==> src/rtl/fifo_loc_tracker.sv <==
// Single-clock FIFO controller with integrated storage: tracks free locations,
// registered FULL/EMPTY flags and sticky overflow/underflow error flags.
module fifo_loc_tracker #(
    parameter int DATA_WIDTH = 8,
    parameter int ADDR_WIDTH = 4
) (
    input  logic                  CLK,
    input  logic                  RST,
    input  logic                  W_INC,
    input  logic [DATA_WIDTH-1:0] WR_DATA,
    input  logic                  R_INC,
    input  logic                  CLR_ERR,
    output logic [DATA_WIDTH-1:0] RD_DATA,
    output logic                  RD_VALID,
    output logic [ADDR_WIDTH:0]   empty_loc,
    output logic                  FULL,
    output logic                  EMPTY,
    output logic                  OVERFLOW,
    output logic                  UNDERFLOW
);

    localparam int                  DEPTH   = 2 ** ADDR_WIDTH;
    localparam logic [ADDR_WIDTH:0] SIZE    = {1'b1, {ADDR_WIDTH{1'b0}}};
    localparam logic [ADDR_WIDTH:0] LOC_ONE = 1;
    localparam logic [ADDR_WIDTH-1:0] PTR_ONE = 1;

    logic [DATA_WIDTH-1:0] mem [DEPTH];
    logic [ADDR_WIDTH-1:0] wr_ptr;
    logic [ADDR_WIDTH-1:0] rd_ptr;
    logic                  wr_acc;
    logic                  rd_acc;
    logic [ADDR_WIDTH:0]   loc_next;

    // Acceptance is judged on the pre-edge count, so a full FIFO never writes
    // and an empty one never reads, even when both requests arrive together.
    assign wr_acc = W_INC && (empty_loc != '0);
    assign rd_acc = R_INC && (empty_loc != SIZE);

    always_comb begin
        // NOTE: assign a default first so every path drives loc_next; a missing
        // branch assignment in always_comb would infer a latch.
        loc_next = empty_loc;
        if (wr_acc && !rd_acc) begin
            loc_next = empty_loc - LOC_ONE;
        end else if (rd_acc && !wr_acc) begin
            loc_next = empty_loc + LOC_ONE;
        end
    end

    // NOTE: storage has no reset; only pointers define which words are valid,
    // and leaving the array unreset lets it map onto plain RAM.
    always_ff @(posedge CLK) begin
        if (wr_acc) begin
            mem[wr_ptr] <= WR_DATA;
        end
    end

    // NOTE: non-blocking assignments throughout sequential logic so every
    // register samples pre-edge values regardless of statement order.
    always_ff @(posedge CLK or negedge RST) begin
        if (!RST) begin
            wr_ptr    <= '0;
            rd_ptr    <= '0;
            empty_loc <= SIZE;
            FULL      <= 1'b0;
            EMPTY     <= 1'b1;
            RD_DATA   <= '0;
            RD_VALID  <= 1'b0;
            OVERFLOW  <= 1'b0;
            UNDERFLOW <= 1'b0;
        end else begin
            if (wr_acc) begin
                wr_ptr <= wr_ptr + PTR_ONE;
            end

            RD_VALID <= rd_acc;
            if (rd_acc) begin
                RD_DATA <= mem[rd_ptr];
                rd_ptr  <= rd_ptr + PTR_ONE;
            end

            // Flags follow the next-state count so they move with empty_loc.
            empty_loc <= loc_next;
            FULL      <= (loc_next == '0);
            EMPTY     <= (loc_next == SIZE);

            // Set has priority over clear on the same edge.
            if (W_INC && FULL) begin
                OVERFLOW <= 1'b1;
            end else if (CLR_ERR) begin
                OVERFLOW <= 1'b0;
            end

            if (R_INC && EMPTY) begin
                UNDERFLOW <= 1'b1;
            end else if (CLR_ERR) begin
                UNDERFLOW <= 1'b0;
            end
        end
    end

endmodule

==> config.mk <==
export PLATFORM = sky130hd
export DESIGN_NAME = fifo_loc_tracker
export DESIGN_NICKNAME = d
export VERILOG_FILES = /design/src/rtl/fifo_loc_tracker.sv
export SDC_FILE = /design/constraint.sdc
export NUM_CORES = 1
export LEC_CHECK = 0
export BUFFER_PORTS_ARGS = -buffer_cell sky130_fd_sc_hd__buf_2
export CORE_MARGIN = 2
export CORE_UTILIZATION = 45
export DETAILED_ROUTE_END_ITERATION = 10
export PLACE_DENSITY_LB_ADDON = 0.05
export SKIP_LAST_GASP = 1
export SLEW_MARGIN = 20
export SYNTH_ARGS = -nofsm -noshare
export SYNTH_HDL_FRONTEND = slang
export SYNTH_SLANG_ARGS = --single-unit
==> constraint.sdc <==
create_clock -name CLK -period 3.26 [get_ports CLK]
set_input_delay 0.489 -clock CLK [delete_from_list [all_inputs] [get_ports CLK]]
set_output_delay 0.489 -clock CLK [all_outputs]
set_load 0.02 [all_outputs]
==> flow_summary_export.csv <==
group,metric,value,unit
status,outcome,"completed",
drt,finalWirelength,12.29,mm
yosys,async_flop_share,16.88,%
setup_path,critPathLaunch,"empty_loc[0]",
power_and_ir_drop,clock_power_share,30.3,%
sta,hold_ws,80.98,ps
setup_path,cp.arrival,2760,ps
sta,period_minus_slack,2426,ps
cells_and_area,num_antenna_cells,0,
setup_path,cp-end-kind,"flop",
sta,report.final.slew_viol_count,0,
clocking,hold_buffers,0,
power_and_ir_drop,switchingPower,1.944,mW
floorplanning,pin_count,31,
place,place.gp.congestion,0.7405,
grt,grt_first_pass_wirelength,19.03,mm
drt,dr.pass1.iters,7,
yosys,synth_seq_cells,154,
clocking,clockBufferDepth,2,
yosys,synth_cell_types,44,
cells_and_area,layoutNonFillerInstCount,561,
clocking,cts_resized,0,
clocking,cts.sinks,154,
grt,antenna_found_initial,0,
sta,setup_viol,0,
clocking,clk_pin_slew,60,ps
setup_path,worst-r2r-setup-slack,830,ps
drt,drc_errors,0,
min_path,hold_class,"input pin to async pin",
run,drv_cap,0,
power_and_ir_drop,intPower,4.478,mW
drt,drt-vias-per-instance,5.513,
power_and_ir_drop,combinationalPowerShare,27.8,%
sta,worst_pin_slew,625.7,ps
yosys,yosysTopAreaCellShare,61.77,%
sta,rsz0062_at_grt,"false",
place,dp.cells,529,
clocking,htreeDepth,4,
clocking,cts_buffers,17,
yosys,ys.flop_type,"edfxtp_1",
yosys,netlist_instances,329,
floorplanning,core,13350,sq um
cells_and_area,finalNetCount,392,
power_and_ir_drop,swShare,30.27,%
cells_and_area,stdcell_area,7192,sq um
power_and_ir_drop,p_leak,2.569,nW
sta,max_freq,0.4122,GHz
clocking,clkLatencyLatePin,420,ps
grt,grt_max_degree,27,
sta,fin_tns_setup,0,ps
sta,finalHoldViolations,0,
cells_and_area,drive_gt1_share,28.05,%
power_and_ir_drop,power_density,893.0,nW/um^2
cells_and_area,area_growth,15.58,%
setup_path,cp.required,3600,ps
yosys,synth_area_leaders,"edfxtp_1, mux4_2, dfrtp_1, mux2i_1, ha_1",
drt,drtIter0Drc,195,
floorplanning,start_util,46.62,%
yosys,syn_area,6222,sq um
grt,track_usage,18.35,%
clocking,cts_tree,"yes",
power_and_ir_drop,ir_drop,370.7,uV
sta,fin_ws,833.7,ps
floorplanning,fp.dieArea,14780,sq um
place,dp_hpwl,7.950,mm
sta,finClkSkew,6.247,ps
setup_path,path_class,"flop to flop",
drt,drt-wirelength-per-cell,21.91,um
clocking,post-cts-setup-buffer-count,0,
floorplanning,fp.dieW,121.6,um
setup_path,start_kind,"flop",
place,dpl_worst_slack,821.5,ps
place,port_buffers,30,
drt,routed-via-count,3093,
clocking,ctsRootBufferMaster,"clkbuf_16",
setup_path,crit_fanout,12,
power_and_ir_drop,pwr-share-seq,41.9,%
yosys,synth_edf_count,128,
sta,relSlewSlack,58.28,%
sta,finalCritPeriodShare,74.43,%
yosys,synth.largest_area_cell,"edfxtp_1",
place,dpl-instance-area,6606,sq um
drt,ant_nets,0,
floorplanning,die_y,121.6,um
floorplanning,std_cell_rows,42,
yosys,syn_area_per_cell,18.91,sq um
grt,grt_overflow,0,
grt,grt_pass1_vias,3198,
yosys,synth_fp_nets,349,
setup_path,rr_startpoint,"empty_loc[0]",
yosys,ys_warn_count,0,
yosys,ys_seq_area_share,72.27,%
-- cell families (layout without fill, tap and decap cells) --
logic type      Yosys count  after routing  synth area share, %
compound gates           36             36                3.982
xor+xnor                  9              9                1.267
fa+ha+maj                 8              8                1.568
buf+inv                  25             81                1.749
flops                   154            154                72.27
mux                      48             48                14.16
simple gates             49             49                5.007
-- flip-flops by register name (all words and copies together) (netlist names) --
name and count:
OVERFLOW 1, empty_loc 5, mem 128, wr_ptr 4, FULL 1, EMPTY 1, RD_DATA 8, rd_ptr 4
UNDERFLOW 1, RD_VALID 1
-- metrics by stage --
| step | power [mW] | util (%) |
|---|---|---|
| CTS | 6.501 | 53.88 |
| detailed placement | 4.550 | 49.49 |
| global placement | 4.540 | 49.49 |
| floorplan | 3.978 | - |
| global route | 6.756 | 53.88 |
| finish | 6.422 | 53.88 |
-- synthesized netlist by cell type (2+ instances only) --
cell,instances
nor3b_1,6
ha_1,7
o21ai_0,8
nor3_1,2
buf_2,6
clkbuf_1,8
o22ai_1,9
and4_1,4
a21o_1,8
dfstp_2,2
mux4_2,32
and2_1,4
and3_1,5
dfrtp_1,24
nand2_1,13
inv_1,8
mux2i_1,16
nor2_1,4
nand2b_1,2
nand4_1,2
a31oi_1,2
edfxtp_1,128
xnor2_1,8
-- worst paths after layout --
check                                     to  cells after the start
worst max-delay path                   EMPTY                      8
worst min-delay path            empty_loc[2]                      1
worst max register to register         EMPTY                      8
worst min register to register      OVERFLOW                      2
max in group asynchronous          rd_ptr[2]                      1
min in group CLK                    OVERFLOW                      2
-- worst max-delay path, cell delays in order (launching register included) --
cell and delay (ps):
dfrtp_1 440, inv_1 120, ha_1 250, nand4bb_1 220
nand2_1 430, inv_2 170, xnor2_1 280, a22oi_1 190
nor4b_2 230
-- layer usage --
| metal | vias up | GRT usage, % | routed length [um] |
|---|---|---|---|
| li1 | 1410 | - | - |
| met1 | 1615 | 25.31 | 5545 |
| met2 | 54 | 28.44 | 6027 |
| met3 | 14 | 4.401 | 525 |
| met4 | 0 | 7.328 | 191 |
| met5 | - | 0 | 0 |
-- layout make-up --
type	instances	area (sq um)
inverter	9	33.78
fill	1086	6156
sequential	154	4498
clock buffer	21	440.4
timing repair buffer	40	237.7
clock inverter	11	145.1
multi-input combinational	150	1617
tap	176	220.2
-- power by group through the flow --
| stage | Clock, mW | Sequential [mW] | Combinational, mW |
|---|---|---|---|
| after floorplan | 0 | 2.70 | 1.28 |
| after global placement | 0 | 2.73 | 1.81 |
| after detailed placement | 0 | 2.74 | 1.81 |
| after CTS | 1.98 | 2.70 | 1.82 |
| after global routing | 2.07 | 2.74 | 1.95 |
| final | 1.95 | 2.69 | 1.79 |
-- cell usage in the layout (no fill, tap or decap), types with 2 or more instances in the layout --
cell / instances
clkinv_4: 2
and2_1: 4
nor3_1: 2
nand2_1: 13
a31oi_1: 2
o22ai_1: 9
edfxtp_1: 128
nor3b_1: 6
clkbuf_16: 17
and4_1: 4
a21o_1: 8
xnor2_1: 8
ha_1: 7
inv_6: 2
dfstp_2: 2
buf_4: 9
bufinv_16: 3
mux4_2: 32
mux2i_1: 16
clkinv_1: 2
clkbuf_1: 4
nor2_1: 4
nand2b_1: 2
o21ai_0: 8
buf_2: 30
and3_1: 5
nand4_1: 2
dfrtp_1: 23
inv_1: 8
(Power assumes the default switching activity.)
